## config.mk

```make
export PLATFORM = sky130hd
export DESIGN_NAME = ex_mem_reg
export DESIGN_NICKNAME = d
export VERILOG_FILES = /design/src/rtl/ex_mem_reg.sv
export SDC_FILE = /design/constraint.sdc
export NUM_CORES = 1
export LEC_CHECK = 0
export CAP_MARGIN = 20
export CELL_PAD_IN_SITES_DETAIL_PLACEMENT = 0
export CELL_PAD_IN_SITES_GLOBAL_PLACEMENT = 1
export CORE_MARGIN = 8
export CORE_UTILIZATION = 25
export CTS_CLUSTER_DIAMETER = 50
export DETAILED_ROUTE_END_ITERATION = 8
export HOLD_SLACK_MARGIN = 0.06
export PLACE_DENSITY_LB_ADDON = 0.1
export SYNTH_ARGS = -nofsm -noshare
export SYNTH_HDL_FRONTEND = slang
export SYNTH_SLANG_ARGS = --single-unit
```

## constraint.sdc

```tcl
create_clock -name clk_i -period 3.1 [get_ports clk_i]
set_input_delay 0.465 -clock clk_i [delete_from_list [all_inputs] [get_ports clk_i]]
set_output_delay 0.465 -clock clk_i [all_outputs]
set_load 0.01 [all_outputs]
```

## src/rtl/ex_mem_reg.sv

```systemverilog
// ex_mem_reg : EX/MEM pipeline register, directly downstream of the ALU.
//
// Captures the ALU result, store data, destination register and the MEM/WB
// control bits on every rising edge. A flush loads a bubble, a stall holds
// everything, and otherwise the EX-stage values are captured.
//
// Ports
//   clk_i        rising-edge clock
//   rst_i        asynchronous active-low reset
//   stall_i      hold all registered contents
//   flush_i      replace contents with a bubble (wins over stall_i)
//   valid_i      EX stage holds a real instruction
//   ALUResult_i  ALU result
//   MemData_i    forwarded rs2 value for stores
//   RDaddr_i     destination register
//   RegWrite_i, MemtoReg_i, MemRead_i, MemWrite_i   MEM/WB controls
//   valid_o, ALUResult_o, MemData_o, RDaddr_o,
//   RegWrite_o, MemtoReg_o, MemRead_o, MemWrite_o    registered copies
//   FwdEn_o      RegWrite_o & valid_o & (RDaddr_o != 0), from registers only
//   InstCnt_o    count of valid instructions captured (wraps modulo 2^CNT_W)

module ex_mem_reg #(
   parameter int DATA_W = 32,
   parameter int REG_AW = 5,
   parameter int CNT_W  = 32
) (
   input  logic              clk_i,
   input  logic              rst_i,
   input  logic              stall_i,
   input  logic              flush_i,
   input  logic              valid_i,
   input  logic [DATA_W-1:0] ALUResult_i,
   input  logic [DATA_W-1:0] MemData_i,
   input  logic [REG_AW-1:0] RDaddr_i,
   input  logic              RegWrite_i,
   input  logic              MemtoReg_i,
   input  logic              MemRead_i,
   input  logic              MemWrite_i,
   output logic              valid_o,
   output logic [DATA_W-1:0] ALUResult_o,
   output logic [DATA_W-1:0] MemData_o,
   output logic [REG_AW-1:0] RDaddr_o,
   output logic              RegWrite_o,
   output logic              MemtoReg_o,
   output logic              MemRead_o,
   output logic              MemWrite_o,
   output logic              FwdEn_o,
   output logic [CNT_W-1:0]  InstCnt_o
);

   logic              r_valid;
   logic [DATA_W-1:0] r_alu_result;
   logic [DATA_W-1:0] r_mem_data;
   logic [REG_AW-1:0] r_rd_addr;
   logic              r_reg_write;
   logic              r_mem_to_reg;
   logic              r_mem_read;
   logic              r_mem_write;
   logic [CNT_W-1:0]  r_inst_cnt;

   logic              w_rd_nonzero;

   always_ff @(posedge clk_i or negedge rst_i) begin
      if (!rst_i) begin
         r_valid      <= 1'b0;
         r_alu_result <= '0;
         r_mem_data   <= '0;
         r_rd_addr    <= '0;
         r_reg_write  <= 1'b0;
         r_mem_to_reg <= 1'b0;
         r_mem_read   <= 1'b0;
         r_mem_write  <= 1'b0;
         r_inst_cnt   <= '0;
      end else if (flush_i) begin
         // Bubble: counter keeps its value, everything else clears.
         r_valid      <= 1'b0;
         r_alu_result <= '0;
         r_mem_data   <= '0;
         r_rd_addr    <= '0;
         r_reg_write  <= 1'b0;
         r_mem_to_reg <= 1'b0;
         r_mem_read   <= 1'b0;
         r_mem_write  <= 1'b0;
      end else if (!stall_i) begin
         r_valid      <= valid_i;
         r_alu_result <= ALUResult_i;
         r_mem_data   <= MemData_i;
         r_rd_addr    <= RDaddr_i;
         // An invalid slot must never write memory or the register file;
         // data fields are still captured. Illegal MemRead+MemWrite passes as-is.
         r_reg_write  <= RegWrite_i & valid_i;
         r_mem_to_reg <= MemtoReg_i & valid_i;
         r_mem_read   <= MemRead_i  & valid_i;
         r_mem_write  <= MemWrite_i & valid_i;
         if (valid_i) begin
            r_inst_cnt <= r_inst_cnt + 1'b1;
         end
      end
   end

   assign w_rd_nonzero = (r_rd_addr != '0);

   assign valid_o     = r_valid;
   assign ALUResult_o = r_alu_result;
   assign MemData_o   = r_mem_data;
   assign RDaddr_o    = r_rd_addr;
   assign RegWrite_o  = r_reg_write;
   assign MemtoReg_o  = r_mem_to_reg;
   assign MemRead_o   = r_mem_read;
   assign MemWrite_o  = r_mem_write;
   assign FwdEn_o     = r_reg_write & r_valid & w_rd_nonzero;
   assign InstCnt_o   = r_inst_cnt;

endmodule

```

==> run_summary.xml, run 1 <==
<?xml version="1.0" encoding="UTF-8"?>
<metrics>
  <group name="global_route">
    <metric name="grt_start_max_net_pins" unit="">75</metric>
    <metric name="number_of_antenna_violations_at_the_first_check_in_global_routing" unit="">0</metric>
    <metric name="grt_usage" unit="%">12.21</metric>
    <metric name="grt_pass1_wl" unit="mm">21.18</metric>
    <metric name="grt.overflow.total" unit="">0</metric>
    <metric name="number_of_global_route_vias_before_repair" unit="">3594</metric>
  </group>
  <group name="synth">
    <metric name="postSynth.topFlopCell" unit="">dfrtp_1</metric>
    <metric name="synth_area_per_cell" unit="µm²">11.93</metric>
    <metric name="yosysUniqueCellTypes" unit="">33</metric>
    <metric name="number_of_nets_produced_by_synthesis" unit="">450</metric>
    <metric name="syn_inst" unit="">371</metric>
    <metric name="async_reset_ff_share" unit="%">100.0</metric>
    <metric name="yosys_warnings" unit="">0</metric>
    <metric name="synth.ff_latch_count" unit="">106</metric>
    <metric name="synth_enable_flop_cells" unit="">0</metric>
    <metric name="ys_seq_area_share" unit="%">59.94</metric>
    <metric name="netlist_area" unit="µm²">4425</metric>
  </group>
  <group name="final_layout">
    <metric name="ratio_of_cells_with_drive_above_1_in_the_final_layout" unit="%">5.725</metric>
    <metric name="filler_cell_count" unit="">1692</metric>
    <metric name="antennaDiodeCount" unit="">0</metric>
    <metric name="area_delta_synth_final" unit="%">54.76</metric>
    <metric name="most_frequent_standard_cell_in_the_layout_excluding_fill_and_tap_cells" unit="">clkdlybuf4s50_1</metric>
    <metric name="num-nets-final" unit="">633</metric>
    <metric name="layout_common_cells" unit="">181 x clkdlybuf4s50_1, 106 x dfrtp_1, 79 x nor2_1</metric>
    <metric name="non_filler_cell_area_final" unit="µm²">6849</metric>
  </group>
  <group name="floorplanning">
    <metric name="die-area" unit="µm²">22220</metric>
    <metric name="floorplan.die.width" unit="µm">149.1</metric>
    <metric name="die_y" unit="µm">149.1</metric>
    <metric name="io_pins" unit="">185</metric>
    <metric name="initial_core_util" unit="%">25.59</metric>
    <metric name="design.core.area" unit="µm²">17300</metric>
    <metric name="std_cell_rows" unit="">48</metric>
  </group>
  <group name="worst_setup_path">
    <metric name="r2r.worst_path.cells" unit="">4</metric>
    <metric name="crit_path_max_incr_delay" unit="ps">490</metric>
    <metric name="reg2reg_from" unit="">InstCnt_o[7]</metric>
    <metric name="cp_data_arrival_time" unit="ps">1890</metric>
    <metric name="critPathCaptureType" unit="">primary output</metric>
    <metric name="worst_path_required_time" unit="ps">2630</metric>
    <metric name="worst-setup-path-type" unit="">reg -&gt; out</metric>
    <metric name="worst_path_max_delay_cell" unit="">clkdlybuf4s50_1</metric>
    <metric name="timing.reg2reg.setup_slack" unit="ps">1100</metric>
    <metric name="reg2reg_to" unit="">InstCnt_o[31]</metric>
    <metric name="critical_path.startpoint_type" unit="">flop</metric>
    <metric name="critical_path_cell_by_cell" unit="">or3_1 -&gt; o311a_1 -&gt; clkdlybuf4s50_1</metric>
    <metric name="timing.critical_path.fanout_max" unit="">3</metric>
  </group>
  <group name="pwr">
    <metric name="power_per_cell_area" unit="nW/µm²">492.8</metric>
    <metric name="power.total" unit="mW">3.375</metric>
    <metric name="power.share.clock" unit="%">37.7</metric>
    <metric name="netSwitchingFraction" unit="%">24.68</metric>
    <metric name="worst_ir_drop_vdd" unit="V">0.0003586</metric>
    <metric name="share_comb_of_total_power" unit="%">16.4</metric>
    <metric name="internal_power" unit="mW">2.542</metric>
    <metric name="total_switching_power" unit="mW">0.8330</metric>
    <metric name="p_leak" unit="nW">3.071</metric>
    <metric name="power.share.sequential" unit="%">45.9</metric>
  </group>
  <group name="place">
    <metric name="gp_routability_congestion" unit="">0.7232</metric>
    <metric name="preCtsSetupSlack" unit="ps">608.5</metric>
    <metric name="placement.io_buffers" unit="">184</metric>
    <metric name="dp_hpwl" unit="mm">9.699</metric>
    <metric name="dpl_cell_area" unit="µm²">6519</metric>
  </group>
  <group name="cts">
    <metric name="worst_skew_pair.late_latency" unit="ps">350</metric>
    <metric name="cts-buffers-inserted" unit="">9</metric>
    <metric name="h-tree-depth" unit="">3</metric>
    <metric name="cts.root.buffer_cell" unit="">clkbuf_16</metric>
    <metric name="clock_transition_at_the_register_clock_pins_on_the_worst_setup_and_hold_paths_after_cts" unit="ps">70</metric>
    <metric name="post_cts_resized" unit="">0</metric>
    <metric name="cts.repair_timing.setup_buffer_count" unit="">0</metric>
    <metric name="cts_hold_repair.buffers" unit="">0</metric>
    <metric name="numClockSinks" unit="">106</metric>
    <metric name="clock_tree_from_tritoncts" unit="">yes</metric>
    <metric name="ctsLongestPathBuffers" unit="">2</metric>
  </group>
  <group name="sta">
    <metric name="hold_violations" unit="">0</metric>
    <metric name="highest_clock_rate" unit="MHz">425.4</metric>
    <metric name="rsz0062_at_grt" unit="">false</metric>
    <metric name="setup_viol" unit="">0</metric>
    <metric name="final_period_minus_worst_setup_slack" unit="ps">2351</metric>
    <metric name="timing.final.crit_share" unit="%">75.83</metric>
    <metric name="post_layout_worst_setup_margin" unit="ps">749.4</metric>
    <metric name="worst_pin_slew" unit="ps">916.5</metric>
    <metric name="slew_headroom" unit="%">38.39</metric>
    <metric name="slew_violations" unit="">0</metric>
    <metric name="worst_skew" unit="ps">8.002</metric>
    <metric name="setup_tns" unit="ps">0</metric>
  </group>
  <group name="detailed_routing">
    <metric name="detailroute.via_count" unit="">3394</metric>
    <metric name="dr_pass1_iterations" unit="">4</metric>
    <metric name="route.detailed.vias_per_inst" unit="">4.329</metric>
    <metric name="route.detailed.drc" unit="">0</metric>
    <metric name="drt_iter0_markers" unit="">131</metric>
    <metric name="post_drt_wl_per_cell" unit="µm">17.14</metric>
    <metric name="detail-route-antenna-nets" unit="">0</metric>
    <metric name="routed_wl" unit="mm">13.44</metric>
  </group>
  <group name="status">
    <metric name="run_status" unit="">finished clean</metric>
  </group>
  <group name="run">
    <metric name="drv_cap" unit="">0</metric>
  </group>
  <group name="hold_path">
    <metric name="timing.hold.worst.class" unit="">in -&gt; async</metric>
  </group>
</metrics>
[power groups by stage]
| stage | Clock (mW) | Sequential (mW) | Combinational, mW |
|---|---|---|---|
| 2_1_floorplan | 0 | 1.61 | 0.168 |
| 3_3_place_gp | 0 | 1.57 | 0.562 |
| 3_5_place_dp | 0 | 1.58 | 0.565 |
| 4_1_cts | 1.33 | 1.55 | 0.568 |
| 5_1_grt | 1.39 | 1.56 | 0.603 |
| 6_report | 1.27 | 1.55 | 0.553 |
[flip-flops by register name (all words and copies together) (netlist names)]
register,flops
ALUResult_o,32
InstCnt_o,32
MemData_o,32
MemRead_o,1
MemWrite_o,1
MemtoReg_o,1
RDaddr_o,5
RegWrite_o,1
valid_o,1
[worst max-delay path: cells and delay by family, from the launching register on]
| kind | cells | cell delay [ps] |
|---|---|---|
| AO/OA/AOI/OAI | 1 | 290 |
| buffers and inverters | 1 | 490 |
| AND/OR/NAND/NOR | 1 | 350 |
| flip-flops | 1 | 420 |
[cells in the mapped netlist, types with 2 or more instances]
master / number / area [µm²]
a22oi_1: 4 / 30.03
and3_1: 3 / 18.77
buf_1: 4 / 15.01
buf_2: 5 / 25.02
clkbuf_1: 8 / 30.03
dfrtp_1: 106 / 2653
inv_1: 3 / 11.26
mux2i_1: 69 / 690.7
nand2_1: 8 / 30.03
nand3_1: 14 / 70.07
nand4_1: 9 / 56.30
nand4_2: 2 / 25.02
nor2_1: 79 / 296.5
nor3_1: 5 / 25.02
nor4_1: 4 / 25.02
or3_1: 2 / 12.51
xnor2_1: 23 / 201.4
xor2_1: 8 / 70.07
[kinds of logic after synthesis]
family / Yosys count / share of synthesized area (%)
and+or+nand+nor: 137 / 14.93
DFF: 106 / 59.94
muxes: 70 / 15.86
xor gates and xnor gates: 31 / 6.135
buffers and inverters: 20 / 1.838
AOI/OAI and AO/OA: 6 / 1.018
adders and majority gates: 1 / 0.2827
[stage by stage]
stage	std cells	hold WS (ps)	utilization, %
after floorplan	371	169.4	-
after global placement	768	470.7	37.69
after detailed placement	768	476.7	37.69
after CTS	784	211.3	39.60
after global routing	784	242.5	39.60
final	784	171.3	39.60
[layer usage]
| metal | track usage, % | up-vias | wire length, µm |
|---|---|---|---|
| li1 | - | 1628 | - |
| met1 | 15.76 | 1650 | 6088 |
| met2 | 18.80 | 105 | 6231 |
| met3 | 3.823 | 11 | 927 |
| met4 | 4.543 | 0 | 189 |
| met5 | 0 | - | 0 |
[layout make-up]
class	instances	area, µm²	area share [%]
inverter	3	11.26	0.1644
clock inverter	4	73.82	1.078
timing repair buffer	189	1882	27.48
tap	225	281.5	4.110
sequential	106	2653	38.73
multi-input combinational	245	1692	24.70
clock buffer	12	256.5	3.745
[worst max path at each step]
stage | endpoint | startpoint | cells after the start | slack, ps
final | FwdEn_o | RDaddr_o[0] | 3 | 750
after global placement | InstCnt_o[29] | valid_i | 5 | 610
after floorplan | InstCnt_o[17] | stall_i | 5 | 1180
after CTS | FwdEn_o | RDaddr_o[0] | 3 | 720
after global routing | FwdEn_o | RDaddr_o[1] | 3 | 670
after detailed placement | InstCnt_o[29] | valid_i | 5 | 610
Note: power is estimated with default switching activity, not from simulation.
==> run 2: changes to the inputs <==
==> constraint.sdc (replaced) <==
create_clock -name clk_i -period 2.4 [get_ports clk_i]
set_input_delay 0.36 -clock clk_i [delete_from_list [all_inputs] [get_ports clk_i]]
set_output_delay 0.36 -clock clk_i [all_outputs]
set_load 0.01 [all_outputs]
==> run 2 against run 1 <==
Compared with the run above: via count is 0.18% higher; core utilization is 0.16 points higher; design area is 0.40% higher; combinational power is 29% higher; critical endpoint unchanged; sequential share of layout area is 0.16 points lower; hold slack worse by 96 ps; wire length is 0.19% lower; critical path depth stayed put.
==> run_summary.xml, run 2 (synthesis gave the netlist of run 1 again) <==
<?xml version="1.0" encoding="UTF-8"?>
<metrics>
  <group name="global_route">
    <metric name="grt.overflow.total" unit="">0</metric>
    <metric name="grt_start_max_net_pins" unit="">107</metric>
    <metric name="number_of_global_route_vias_before_repair" unit="">3550</metric>
    <metric name="gr-usage-met3" unit="%">5.188</metric>
    <metric name="grt_usage" unit="%">12.07</metric>
    <metric name="grt_pass1_wl" unit="mm">20.81</metric>
    <metric name="grt.busiest_layer" unit="">met2</metric>
    <metric name="number_of_antenna_violations_at_the_first_check_in_global_routing" unit="">0</metric>
    <metric name="global_route.usage.met2" unit="%">19.32</metric>
    <metric name="use_met1" unit="%">14.53</metric>
  </group>
  <group name="floorplanning">
    <metric name="io_pins" unit="">185</metric>
    <metric name="die-area" unit="µm²">22220</metric>
    <metric name="initial_core_util" unit="%">25.59</metric>
    <metric name="std_cell_rows" unit="">48</metric>
    <metric name="die_y" unit="µm">149.1</metric>
    <metric name="floorplan.die.width" unit="µm">149.1</metric>
    <metric name="design.core.area" unit="µm²">17300</metric>
  </group>
  <group name="run">
    <metric name="drv_cap" unit="">0</metric>
  </group>
  <group name="place">
    <metric name="dp_hpwl" unit="mm">9.439</metric>
    <metric name="preCtsSetupSlack" unit="ps">136.6</metric>
    <metric name="gp_routability_congestion" unit="">0.7072</metric>
    <metric name="placement.io_buffers" unit="">184</metric>
    <metric name="dp_cells" unit="">770</metric>
  </group>
  <group name="cts">
    <metric name="h-tree-depth" unit="">3</metric>
    <metric name="cts-buffers-inserted" unit="">9</metric>
    <metric name="cts.repair_timing.setup_buffer_count" unit="">0</metric>
    <metric name="clock_transition_at_the_register_clock_pins_on_the_worst_setup_and_hold_paths_after_cts" unit="ps">70</metric>
    <metric name="ctsLongestPathBuffers" unit="">2</metric>
    <metric name="cts_hold_repair.buffers" unit="">0</metric>
    <metric name="numClockSinks" unit="">106</metric>
    <metric name="post_cts_resized" unit="">0</metric>
    <metric name="clock_tree_from_tritoncts" unit="">yes</metric>
    <metric name="worst_skew_pair.late_latency" unit="ps">350</metric>
    <metric name="cts.root.buffer_cell" unit="">clkbuf_16</metric>
  </group>
  <group name="pwr">
    <metric name="internal_power" unit="mW">3.285</metric>
    <metric name="total_switching_power" unit="mW">1.072</metric>
    <metric name="power.total" unit="mW">4.357</metric>
    <metric name="p_leak" unit="nW">3.087</metric>
    <metric name="share_comb_of_total_power" unit="%">16.4</metric>
    <metric name="power.share.sequential" unit="%">45.9</metric>
    <metric name="power.share.clock" unit="%">37.7</metric>
    <metric name="netSwitchingFraction" unit="%">24.60</metric>
    <metric name="worst_ir_drop_vdd" unit="V">0.0003429</metric>
    <metric name="power_per_cell_area" unit="nW/µm²">633.6</metric>
  </group>
  <group name="sta">
    <metric name="setup_viol" unit="">0</metric>
    <metric name="rsz0062_at_grt" unit="">false</metric>
    <metric name="setup_tns" unit="ps">0</metric>
    <metric name="highest_clock_rate" unit="MHz">446.4</metric>
    <metric name="final_period_minus_worst_setup_slack" unit="ps">2240</metric>
    <metric name="slew_violations" unit="">0</metric>
    <metric name="post_layout_worst_setup_margin" unit="ps">160.1</metric>
    <metric name="worst_pin_slew" unit="ps">832.3</metric>
    <metric name="whs" unit="ps">75.13</metric>
    <metric name="timing.final.crit_share" unit="%">93.33</metric>
    <metric name="slew_headroom" unit="%">44.51</metric>
    <metric name="worst_skew" unit="ps">4.078</metric>
    <metric name="hold_violations" unit="">0</metric>
  </group>
  <group name="worst_setup_path">
    <metric name="reg2reg_from" unit="">InstCnt_o[7]</metric>
    <metric name="reg2reg_to" unit="">InstCnt_o[26]</metric>
    <metric name="cp_data_arrival_time" unit="ps">1880</metric>
    <metric name="worst-setup-path-type" unit="">reg -&gt; out</metric>
    <metric name="critPathCaptureType" unit="">primary output</metric>
    <metric name="worst_path_required_time" unit="ps">2040</metric>
    <metric name="timing.reg2reg.setup_slack" unit="ps">550</metric>
    <metric name="r2r.worst_path.cells" unit="">4</metric>
    <metric name="critical_path.startpoint_type" unit="">flop</metric>
    <metric name="timing.critical_path.fanout_max" unit="">3</metric>
  </group>
  <group name="final_layout">
    <metric name="layoutNonFillerInstCount" unit="">786</metric>
    <metric name="filler_cell_count" unit="">1692</metric>
    <metric name="antennaDiodeCount" unit="">0</metric>
    <metric name="layout_common_cells" unit="">181 x clkdlybuf4s50_1, 106 x dfrtp_1, 79 x nor2_1</metric>
    <metric name="most_frequent_standard_cell_in_the_layout_excluding_fill_and_tap_cells" unit="">clkdlybuf4s50_1</metric>
    <metric name="num-nets-final" unit="">635</metric>
    <metric name="ratio_of_cells_with_drive_above_1_in_the_final_layout" unit="%">6.061</metric>
    <metric name="area_delta_synth_final" unit="%">55.39</metric>
  </group>
  <group name="hold_path">
    <metric name="timing.hold.worst.class" unit="">in -&gt; async</metric>
  </group>
  <group name="detailed_routing">
    <metric name="route.detailed.vias_per_inst" unit="">4.326</metric>
    <metric name="routed_wl" unit="mm">13.41</metric>
    <metric name="post_drt_wl_per_cell" unit="µm">17.06</metric>
    <metric name="dr_pass1_iterations" unit="">4</metric>
    <metric name="route.detailed.drc" unit="">0</metric>
    <metric name="drt_iter0_markers" unit="">133</metric>
    <metric name="detailroute.via_count" unit="">3400</metric>
    <metric name="detail-route-antenna-nets" unit="">0</metric>
  </group>
  <group name="status">
    <metric name="run_status" unit="">finished clean</metric>
  </group>
</metrics>
==> run 2: metrics by stage <==
stage | util [%] | instance area [µm²]
floorplan | - | 4425
global placement | 37.85 | 6546
detailed placement | 37.85 | 6546
CTS | 39.76 | 6877
global route | 39.76 | 6877
finish | 39.76 | 6877
==> run 2: routing by layer <==
layer  routed length [µm]  vias to the layer above
li1                     -                     1631
met1                 5839                     1648
met2                 6331                      112
met3                 1087                        9
met4                  153                        0
met5                    0                        -
==> run 2: worst max-delay path, stage by stage, from the launching register on <==
cell and delay, ps:
dfrtp_1 390, or3_1 370, o311a_1 280, clkdlybuf4s50_1 490
==> run 2: worst max-delay path by stage <==
stage / end / cells past startpoint / startpoint
2_1_floorplan: InstCnt_o[17] / 5 / stall_i
3_3_place_gp: InstCnt_o[17] / 5 / valid_i
3_5_place_dp: InstCnt_o[17] / 5 / valid_i
4_1_cts: FwdEn_o / 3 / RDaddr_o[1]
5_1_grt: FwdEn_o / 3 / RDaddr_o[1]
6_report: FwdEn_o / 3 / RDaddr_o[1]
==> run 2: final cells by class <==
| cell class | count | area [µm²] | share of cell area (%) |
|---|---|---|---|
| clock inverters | 4 | 73.82 | 1.074 |
| inverters | 3 | 11.26 | 0.1638 |
| repair buffers | 191 | 1909 | 27.77 |
| clock buffers | 12 | 256.5 | 3.730 |
| flip-flops and latches | 106 | 2653 | 38.57 |
| well taps | 225 | 281.5 | 4.094 |
| multi-input cells | 245 | 1692 | 24.60 |
==> run 2: power by group through the flow <==
stage / sequential [mW] / combinational, mW / clock [mW]
2_1_floorplan: 2.07 / 0.217 / 0
3_3_place_gp: 2.04 / 0.726 / 0
3_5_place_dp: 2.04 / 0.731 / 0
4_1_cts: 2.00 / 0.733 / 1.72
5_1_grt: 2.02 / 0.778 / 1.78
6_report: 2.00 / 0.713 / 1.64
